**src/rtl/board_serial_tx.sv**
```systemverilog
// rtl/board_serial_tx.sv - framed serial transmitter for the board/location/error snapshot
// Optional feature macro: BOARD_TX_PARITY_EN (inserts an even-parity bit before stop)
module board_serial_tx #(
  parameter int BOARD_W = 32,
  parameter int LOC_W   = 5,
  parameter int CNT_W   = 8
) (
  input  logic               clka,
  input  logic               restart,
  input  logic [BOARD_W-1:0] board_in,
  input  logic [LOC_W-1:0]   location,
  input  logic               error_in,
  input  logic               send,
  output logic               ser_data,
  output logic               ser_valid,
  input  logic               ser_ready,
  output logic               busy,
  output logic               done,
  output logic               overrun,
  output logic [CNT_W-1:0]   frame_count
);

  // Bit counter must index the wider of the two multi-bit fields.
  localparam int FIELD_MAX = (BOARD_W > LOC_W) ? BOARD_W : LOC_W;
  localparam int BC_W      = (FIELD_MAX > 1) ? $clog2(FIELD_MAX) : 1;

  typedef enum logic [2:0] {
    S_IDLE  = 3'd0,
    S_START = 3'd1,
    S_BOARD = 3'd2,
    S_LOC   = 3'd3,
    S_ERR   = 3'd4,
`ifdef BOARD_TX_PARITY_EN
    S_PAR   = 3'd5,
`endif
    S_STOP  = 3'd6
  } state_t;

  state_t             state;
  state_t             state_next;
  logic [BC_W-1:0]    bit_cnt;
  logic [BOARD_W-1:0] shadow_board;
  logic [LOC_W-1:0]   shadow_loc;
  logic               shadow_err;
`ifdef BOARD_TX_PARITY_EN
  logic               shadow_par;
`endif

  logic snap;
  logic shift_board;
  logic shift_loc;
  logic stop_acc;

  // State register; restart aborts any frame in flight.
  always_ff @(posedge clka) begin
    if (restart) begin
      state <= S_IDLE;
    end else begin
      state <= state_next;
    end
  end

  // Next-state and serial outputs; a bit advances only when the receiver takes it.
  always_comb begin
    state_next  = state;
    ser_valid   = 1'b1;
    ser_data    = 1'b1;
    busy        = 1'b1;
    snap        = 1'b0;
    shift_board = 1'b0;
    shift_loc   = 1'b0;
    stop_acc    = 1'b0;
    case (state)
      S_IDLE: begin
        ser_valid = 1'b0;
        busy      = 1'b0;
        if (send) begin
          snap       = 1'b1;
          state_next = S_START;
        end
      end
      S_START: begin
        ser_data = 1'b0;
        if (ser_ready) begin
          state_next = S_BOARD;
        end
      end
      S_BOARD: begin
        ser_data = shadow_board[BOARD_W-1];
        if (ser_ready) begin
          shift_board = 1'b1;
          if (bit_cnt == BC_W'(BOARD_W - 1)) begin
            state_next = S_LOC;
          end
        end
      end
      S_LOC: begin
        ser_data = shadow_loc[LOC_W-1];
        if (ser_ready) begin
          shift_loc = 1'b1;
          if (bit_cnt == BC_W'(LOC_W - 1)) begin
            state_next = S_ERR;
          end
        end
      end
      S_ERR: begin
        ser_data = shadow_err;
        if (ser_ready) begin
`ifdef BOARD_TX_PARITY_EN
          state_next = S_PAR;
`else
          state_next = S_STOP;
`endif
        end
      end
`ifdef BOARD_TX_PARITY_EN
      S_PAR: begin
        ser_data = shadow_par;
        if (ser_ready) begin
          state_next = S_STOP;
        end
      end
`endif
      S_STOP: begin
        ser_data = 1'b1;
        if (ser_ready) begin
          stop_acc   = 1'b1;
          state_next = S_IDLE;
        end
      end
      default: begin
        ser_valid  = 1'b0;
        busy       = 1'b0;
        state_next = S_IDLE;
      end
    endcase
  end

  // Snapshot and shift the payload; fields go out MSB first from the top of each shadow.
  always_ff @(posedge clka) begin
    if (restart) begin
      shadow_board <= '0;
      shadow_loc   <= '0;
      shadow_err   <= 1'b0;
    end else if (snap) begin
      shadow_board <= board_in;
      shadow_loc   <= location;
      shadow_err   <= error_in;
    end else begin
      if (shift_board) begin
        shadow_board <= {shadow_board[BOARD_W-2:0], 1'b0};
      end
      if (shift_loc) begin
        shadow_loc <= {shadow_loc[LOC_W-2:0], 1'b0};
      end
    end
  end

`ifdef BOARD_TX_PARITY_EN
  // Parity is fixed at snapshot time so shifting the shadows cannot disturb it.
  always_ff @(posedge clka) begin
    if (restart) begin
      shadow_par <= 1'b0;
    end else if (snap) begin
      shadow_par <= ^{board_in, location, error_in};
    end
  end
`endif

  // Bit counter restarts on every state change so each field counts from zero.
  always_ff @(posedge clka) begin
    if (restart) begin
      bit_cnt <= '0;
    end else if (state_next != state) begin
      bit_cnt <= '0;
    end else if (shift_board || shift_loc) begin
      bit_cnt <= bit_cnt + BC_W'(1);
    end
  end

  // Completion pulse, frame counter and sticky overrun flag.
  always_ff @(posedge clka) begin
    if (restart) begin
      done        <= 1'b0;
      frame_count <= '0;
      overrun     <= 1'b0;
    end else begin
      done <= stop_acc;
      if (stop_acc) begin
        frame_count <= frame_count + CNT_W'(1);
      end
      if (send && (state != S_IDLE)) begin
        overrun <= 1'b1;
      end
    end
  end

endmodule

```
**config.mk**
```make
export PLATFORM = sky130hd
export DESIGN_NAME = board_serial_tx
export DESIGN_NICKNAME = d
export VERILOG_FILES = /design/src/rtl/board_serial_tx.sv
export SDC_FILE = /design/constraint.sdc
export NUM_CORES = 1
export LEC_CHECK = 0
export CAP_MARGIN = 0
export CORE_MARGIN = 2
export CORE_UTILIZATION = 40
export DETAILED_ROUTE_END_ITERATION = 8
export HOLD_SLACK_MARGIN = 0.12
export PLACE_DENSITY = 0.65
export RECOVER_POWER = 100
export SLEW_MARGIN = 40
export SYNTH_ARGS = -nofsm -noshare
export SYNTH_HDL_FRONTEND = slang
export SYNTH_SLANG_ARGS = --single-unit
```
**constraint.sdc**
```tcl
create_clock -name clka -period 3.1 [get_ports clka]
set_input_delay 0.31 -clock clka [delete_from_list [all_inputs] [get_ports clka]]
set_output_delay 0.31 -clock clka [all_outputs]
set_load 0.01 [all_outputs]
```
## After elaboration in Yosys (flattened, before gate mapping)

Cells that the tools add are included.

| operators by class | value |
|---|---|
| equal/unequal tests | 8 |
| add/subtract/negate cells | 2 |
| reduce and logical (&&, ||, !) cells | 8 |
| muxes and demuxes | 21 |

Operator list:

| operator | number |
|---|---|
| $mux W32 | 2 |
| $mux W3 | 8 |
| $pmux W3 S6 | 1 |
| $mux W5 | 2 |
| $add A8 B1 Y8 const B | 1 |
| $mux W1 | 7 |
| $eq A3 B2 Y1 const B | 2 |
| $eq A3 B3 Y1 const B | 2 |
| $add A5 B1 Y5 const B | 1 |
| $eq A5 B3 Y1 const B | 1 |
| $eq A5 B5 Y1 const B | 1 |
| $reduce_or A5 Y1 | 1 |
| $pmux W1 S4 | 1 |
| $reduce_bool A2 Y1 | 2 |
| $eq A3 B1 Y1 const B | 1 |
| $logic_not A3 Y1 | 1 |
| $ne A3 B3 Y1 | 1 |
| $reduce_bool A3 Y1 | 1 |
| $reduce_or A2 Y1 | 1 |
| $logic_and A1 B1 Y1 | 1 |
| $logic_or A1 B1 Y1 | 1 |

| word-level totals | value |
|---|---|
| output and inout port bits | 13 |
| logic and storage cells | 47 |
| input port bits | 42 |
| bits in registers | 56 |

## Logic depth before layout (Yosys ltp)

Gate-level depths: netlist of run 1.

| depth | value |
|---|---|
| depth in word-level cells | 6 |
| mapped depth | 6 |
| depth with buffers taken out | 6 |

## Worst setup path before layout of run 1

Ideal clock, no wire load.

| path | value |
|---|---|
| path type | reg2out |
| start | register state[1] |
| end | output port ser_valid |
| arrival time | 1,423 ps |
| setup slack | 1,367 ps |
| cell stages (with the launch flop) | 6 |
| required time | 2,790 ps |
| path through | dfxtp_1 buf_2 buf_1 or3_1 a21boi_0 buf_4 |

| on the way | value |
|---|---|
| longest elaborated chain between the ends | 3 |

Ends and longest elaborated chain:

| what | line | RTL |
|---|---|---|
| from (decl) | 39 | `state_t state;` |
| from (signal assigned) | 59 | `state <= state_next;` |
| $eq A3 B3 Y1 (tied with other cells) | - |  |
| $reduce_or A5 Y1 (no line) (*) | - |  |
| $mux W1 (*) | - |  |
| to (decl) | 15 | `output logic ser_valid,` |

Every way passes the cells marked *; elsewhere a longest branch is shown, timed or not.

## Worst setup path in the final report of run 1

| path | value |
|---|---|
| start | register state[1] |
| end | output port ser_data |

| on the way | value |
|---|---|
| longest elaborated chain between the ends | 2 |

Ends and longest elaborated chain:

| what | line | RTL |
|---|---|---|
| $eq A3 B3 Y1 (tied with other cells) | 73 | `case (state)` |
| $pmux W1 S4 (*) | 73 |  |
| to (decl) | 14 | `output logic ser_data,` |

Marks and branches as above.

==> results of run 1 <==
[flip-flops by register name, summed over array words and instances, names as in the netlist]
| name | count |
|---|---|
| shadow_board | 32 |
| frame_count | 8 |
| bit_cnt | 5 |
| shadow_loc | 5 |
| state | 3 |
| done | 1 |
| overrun | 1 |
| shadow_err | 1 |
[stage by stage]
stage	cells	setup WS [ns]	hold WS, ns	utilization
4_1_cts	406	0.731	0.486	0.513
2_1_floorplan	288	1.37	0.436	-
3_3_place_gp	398	0.710	0.451	0.496
5_1_grt	406	0.520	0.516	0.511
6_report	406	0.679	0.474	0.511
3_5_place_dp	398	0.662	0.462	0.496
[cell type report]
| cell class | count | share of cell area |
|---|---|---|
| clock inverters | 2 | 0.0108 |
| multi-input cells | 200 | 0.408 |
| clock buffers | 6 | 0.0224 |
| inverters | 6 | 0.00694 |
| flip-flops and latches | 56 | 0.345 |
| well taps | 77 | 0.0297 |
| repair buffers | 59 | 0.177 |
[metal layers]
| metal | wire, um | GRT usage | up-vias |
|---|---|---|---|
| met4 | 30 | 0.0332 | 0 |
| met5 | 0 | 0 | - |
| met1 | 2660 | 0.211 | 970 |
| met2 | 2460 | 0.243 | 53 |
| li1 | - | - | 1131 |
| met3 | 291 | 0.0379 | 3 |
[kinds of logic (layout without fill, tap and decap cells)]
logic type	count (synthesis)	after routing	share of synthesized area
buffers and inverters	32	73	0.0649
and+or+nand+nor	62	62	0.140
AOI/OAI and AO/OA	97	97	0.208
adders and majority gates	4	4	0.0191
muxes	34	34	0.130
xor gates and xnor gates	3	3	0.0100
DFF	56	56	0.428
[tightest hold or removal path, delay by kind of cell, from the launching register on]
family	cells	cell delay, ns
AOI/OAI and AO/OA	1	0.04
DFF	1	0.34
and+or+nand+nor	1	0.07
[cells in the mapped netlist (3+ instances only)]
cell type / count
a21oi_1: 43
a311oi_1: 5
buf_2: 7
buf_4: 3
buf_6: 4
clkbuf_1: 10
dfxtp_1: 56
ha_1: 4
inv_1: 6
mux2i_1: 33
nand2_1: 17
nand2b_1: 4
nand3b_1: 3
nor2_1: 6
nor3_1: 5
nor4_1: 5
o21ai_0: 36
o31ai_1: 4
or3_1: 3
or4_1: 4
[worst paths after layout]
path | from | to | slack, ns | cells after the start
max | state[1] | ser_data | 0.68 | 4
min reg2reg | overrun | overrun | 0.47 | 2
min | overrun | overrun | 0.47 | 2
max reg2reg | state[1] | shadow_board[12] | 0.79 | 4
[report_power, final]
part	internal [mW]	switching, mW
combinational	0.131	0.120
clock	0.240	0.223
sequential	0.778	0.0385
total	1.15	0.381
==> results by group, run 1 <==
Critical path
  • Critical Path Source Type: register
  • Critical path class: register to output pin
  • WP buf/inv: 1
  • Critical-path top delay cell: dfxtp_1
  • Crit path max-delay family: flip-flops
  • Worst stage delay on the critical path: just under 0.7 ns
  • WP data required: about 2.8 ns
  • CP Capture Type: output pin
  • Worst path arrival time: about 2.1 ns
  • Max FO, Critical Path: 18
  • Critical-path cell list: nand2_1, a22oi_1, o32a_1, dlygate4sd3_1

STA
  • RSZ-0062 raised after global routing: false
  • Fin Clk Skew: a little over 0.005 ns
  • Endpoints failing setup: 0
  • Final Hold Vio Count: 0
  • Maximum clock frequency: between 0.4 and 0.5 GHz
  • Sum Neg Setup Slack: 0 ns
  • Slew @ Worst Pin: 0.996 ns
  • Rel. slew slack: 0.336
  • Slew Viols, Final: 0
  • Tmin final: approximately 2.4 ns
  • Post-route clock period utilization: 0.781

Route
  • Drt pass-1 iters: 4
  • Vias after detailed routing: 2,157
  • WL/cell: around 13 um
  • Antenna Nets Post-Route: 0
  • Vias per inst: around 5.3
  • Wirelength, routed: around 5400 um
  • DR iter-0 viols: between 80 and 90
  • Residual DRC count: 0

Clock network
  • H-tree depth: 2
  • CTS Hold Buffers Added: 0
  • Clock Path Buffers: 2
  • Clock Latency Late Sink: 0.30 ns
  • Clock Sinks: between 50 and 60
  • Setup bufs post-CTS: 0
  • Total CTS buffers: 5
  • CTS tree: built
  • Clk slew on worst S/H paths: about 0.090 ns
  • CTS-repair resized insts: 0
  • Root Driver: clkbuf_8

Floorplan
  • Die Area: roughly 0.0072 mm2
  • Core area: 0.00635 mm2
  • Top Ports: 55
  • Horiz. Die Dim: around 85 um
  • Rows: 29
  • Initial Utilization: 0.413
  • Die Span Y: ~85 um

Logic synthesis
  • Area of the mapped netlist: about 0.0026 mm2
  • Number of synthesized flops with an enable pin: 0
  • Synthesized Nets: around 330
  • Gate Count Post-Synth: ~290
  • Post-synthesis sequential area ratio: 0.428
  • Synth top area share: 0.428
  • Post-synth cell types: 43
  • Avg Synthesized Cell Area: 9.10 um2
  • Top FF cell, synth: dfxtp_1
  • Synthesis warning total: 0
  • FFs w/ async S/R, synth: 0
  • Number of synthesized register bits: 56
  • Synth area leaders: dfxtp_1 43%, mux2i_1 13%, a21oi_1 8.2%, o21ai_0 6.9%, nand2_1 2.4%
  • Cell taking the most area after synthesis: dfxtp_1

Finish
  • Diodes inserted: 0
  • Most frequent cells in the layout: 56 x dfxtp_1, 43 x a21oi_1, 41 x clkdlybuf4s50_1
  • Area of the multi-input gates: 0.00132 mm2
  • Fillers: between 500 and 600
  • Share of layout cells above drive strength 1: 0.0547
  • Commonest non-fill, non-tap cell in the layout: dfxtp_1
  • Register Area: approximately 0.0011 mm2
  • Cell area after layout: between 0.003 and 0.004 mm2
  • Nets@finish: 374
  • P&R area growth vs syn: 23.9%

Placed design
  • Post-DP HPWL: around 3600 um
  • IO buf count: 54
  • Area of placed instances: between 0.003 and 0.004 mm2
  • GP Congestion: about 0.77

Pwr
  • Power per cell area: around 470 mW/mm2
  • Pleak: between 1 and 1.5 nW
  • Tot Pwr: roughly 1.5 mW
  • Peak VDD IR: 187 uV

Flow run
  • Max Cap Violations: 0

Status
  • Status: finished, final reports clean

Min path
  • Hold Path Class: register to register

Global route
  • Total Routing Usage GR: 0.153
  • Global-route wire length before repair: 9250 um
  • Pin count of the biggest net entering global routing: ~70
  • Vias in the first global route: 2,042
  • Global route total overflow: 0
  • Antenna violations before repair: 0
(Power assumes the default switching activity.)
==> inputs of run 2 (changes only) <==
==> constraint.sdc (replaced) <==
create_clock -name clka -period 2.4 [get_ports clka]
set_input_delay 0.24 -clock clka [delete_from_list [all_inputs] [get_ports clka]]
set_output_delay 0.24 -clock clka [all_outputs]
set_load 0.01 [all_outputs]
==> run 2 against run 1 <==
Compared with the run above:
- clock-buffer cell count decreased by 1
- total power increased by 31%
- register-to-register slack got worse by 0.40 ns
- clock power increased by 34%
- sequential power increased by 29%
- clock skew increased by 0.0043 ns
- die area unchanged
- worst hold slack got worse by 0.0027 ns
- largest power group unchanged
- via count increased by 1.9%
==> results by group, run 2 (synthesis gave the netlist of run 1 again) <==
STA
  • Endpoints failing setup: 0 (unchanged)
  • Tmin final: ~2.3 ns
  • Setup ws final: 0.149 ns (-0.529 ns)
  • Sum Neg Setup Slack: 0 ns (unchanged)
  • Rel. slew slack: 0.559 (+0.223)
  • Maximum clock frequency: between 0.4 and 0.5 GHz
  • Slew Viols, Final: 0 (unchanged)
  • Post-route clock period utilization: 0.938
  • Fin Clk Skew: 0.00947 ns (+0.00435 ns)
  • Final Hold Vio Count: 0 (unchanged)
  • RSZ-0062 raised after global routing: false
  • Slew @ Worst Pin: 0.654 ns (-0.341 ns)

Global route
  • Vias in the first global route: 1,976 (-3.2%)
  • Global-route wire length before repair: 8870 um (-4.1%)
  • Antenna violations before repair: 0 (unchanged)
  • Total Routing Usage GR: 0.148 (-0.00539)
  • Pin count of the biggest net entering global routing: 52 (-25%)
  • Global route total overflow: 0 (unchanged)

Clock network
  • CTS Hold Buffers Added: 0 (unchanged)
  • Setup bufs post-CTS: 0 (unchanged)
  • CTS tree: built
  • Clk slew on worst S/H paths: 0.10 ns (about the same)
  • CTS-repair resized insts: 0 (unchanged)
  • Clock Path Buffers: 2 (unchanged)
  • Clock Sinks: 56 (unchanged)
  • Clock Latency Late Sink: 0.31 ns (about the same)
  • Total CTS buffers: 5 (unchanged)
  • H-tree depth: 2 (unchanged)
  • Root Driver: clkbuf_8

Finish
  • Largest regs: shadow_board: 32 flops, frame_count: 8 flops
  • Finished Layout Cells: 410 (+0.99%)
  • Diodes inserted: 0 (unchanged)
  • Largest register FFs: 32 (unchanged)
  • Most flop-heavy register: shadow_board
  • Commonest non-fill, non-tap cell in the layout: dfxtp_1
  • Area of the multi-input gates: 0.00133 mm2 (+0.47%)
  • Share of layout cells above drive strength 1: 0.0631 (+0.00835)
  • Nets@finish: 378 (+1.1%)
  • Most frequent cells in the layout: 56 x dfxtp_1, 44 x clkdlybuf4s50_1, 43 x a21oi_1
  • Final Core Density: 0.519 (+0.00749)
  • Register Area: 0.00112 mm2 (unchanged)
  • P&R area growth vs syn: 25.7%
  • Fillers: 616 (+5.1%)

Critical path
  • Critical Path Source Type: register
  • Worst path arrival time: 2.01 ns (-0.10 ns)
  • Max FO, Critical Path: 17 (-1)
  • R2r worst-path depth: 4 (unchanged)
  • Worst path depth: 3 (-1)
  • Reg2reg setup slack: 0.39 ns (-0.40 ns)
  • R2r startpoint: state[0]
  • WP buf/inv: 1 (unchanged)
  • Worst stage delay on the critical path: 0.63 ns (-0.06 ns)
  • Critical-path cell list: or3_1, a21boi_0, clkdlybuf4s50_1
  • WP data required: 2.16 ns (-0.63 ns)
  • Crit path max-delay family: flip-flops
  • CP Capture Type: output pin
  • Critical-path top delay cell: dfxtp_1
  • Reg2reg end: shadow_board[3]
  • Critical path class: register to output pin

Route
  • Vias per inst: 5.36 (+0.95%)
  • Drt pass-1 iters: 4 (unchanged)
  • Wirelength, routed: 5390 um (-0.85%)
  • Antenna Nets Post-Route: 0 (unchanged)
  • WL/cell: 13.2 um (-1.8%)
  • Residual DRC count: 0 (unchanged)
  • DR iter-0 viols: 115 (+37%)
  • Vias after detailed routing: 2,199 (+1.9%)

Pwr
  • Switching share of power: 0.255 (+0.00527)
  • Seq pwr share: 0.525 (-0.008)
  • Combinational fraction of design power: 0.166 (+0.002)
  • Net Switching: 0.511 mW (+34%)
  • Power per cell area: 610 mW/mm2 (+29%)
  • Internal: 1.50 mW (+30%)
  • Peak VDD IR: 339 uV (+81%)
  • Clock network power share: 0.310 (+0.007)
  • Pleak: 1.15 nW (+1.4%)

Min path
  • Worst hold stages: 2 (unchanged)
  • Worst Min Path Start: shadow_err
  • Hold worst-path end: shadow_err
  • Hold Path Class: register to register

Floorplan
  • Horiz. Die Dim: 85.0 um (unchanged)
  • Rows: 29 (unchanged)
  • Initial Utilization: 0.413 (unchanged)
  • Top Ports: 55 (unchanged)
  • Die Area: 0.00722 mm2 (unchanged)
  • Core area: 0.00635 mm2 (unchanged)
  • Die Span Y: 85.0 um (unchanged)

Flow run
  • Max Cap Violations: 0 (unchanged)

Placed design
  • Post-DP HPWL: 3610 um (+1.1%)
  • GP Congestion: 0.776 (+1.2%)
  • Post-place setup slack: 0.290 ns (-0.371 ns)
  • IO buf count: 54 (unchanged)
  • Dpl cells: 402 (+1.0%)

Status
  • Status: finished, final reports clean
-- run 2: changes by cell type in the layout (fill, tap and decap cells not counted), sizes merged --
| cell | previous run | this run |
|---|---|---|
| clkbuf | 7 | 8 |
| clkdlybuf4s50 | 41 | 44 |
| dlygate4sd3 | 13 | 10 |
| inv | 6 | 7 |
| buf | 4 | 6 |
-- run 2: area by class of cell --
class	instances	area share
sequential	56	0.340
multi-input combinational	200	0.404
clock inverter	3	0.0141
clock buffer	5	0.0209
inverter	6	0.00684
tap	77	0.0292
timing repair buffer	63	0.185
-- run 2: layer usage --
| layer | part of all wire | track usage | vias up |
|---|---|---|---|
| met2 | 0.45 | 0.232 | 45 |
| li1 | - | - | 1135 |
| met1 | 0.50 | 0.208 | 1014 |
| met4 | 0.0065 | 0.0346 | 0 |
| met3 | 0.049 | 0.0311 | 5 |
| met5 | 0 | 0 | - |
-- run 2: how the worst max path moves through the flow --
stage | from | to
after floorplan | state[1] | ser_valid
after global placement | send | shadow_board[26]
after detailed placement | send | shadow_board[2]
after CTS | state[0] | busy
after global routing | state[2] | busy
final | state[0] | busy
-- run 2: metrics by stage --
stage	area [um2]	hold slack (ns)	power, mW
floorplan	2620	0.376	1.29
global placement	3190	0.449	1.41
detailed placement	3190	0.452	1.41
CTS	3310	0.461	2.04
global route	3290	0.481	2.12
finish	3290	0.471	2.01
-- run 2: worst register-to-register path, cell delays in order (launching register included) --
cell and delay [ns]:
dfxtp_1 0.47, or4b_2 0.75, clkbuf_1 0.33, o21ai_0 0.27, a21oi_1 0.06
-- run 2: power groups by stage --
stage	clock (mW)	sequential (mW)	combinational (mW)
after floorplan	0	1.06	0.233
after global placement	0	1.07	0.332
after detailed placement	0	1.07	0.337
after CTS	0.649	1.05	0.340
after global routing	0.682	1.06	0.370
final	0.622	1.05	0.332
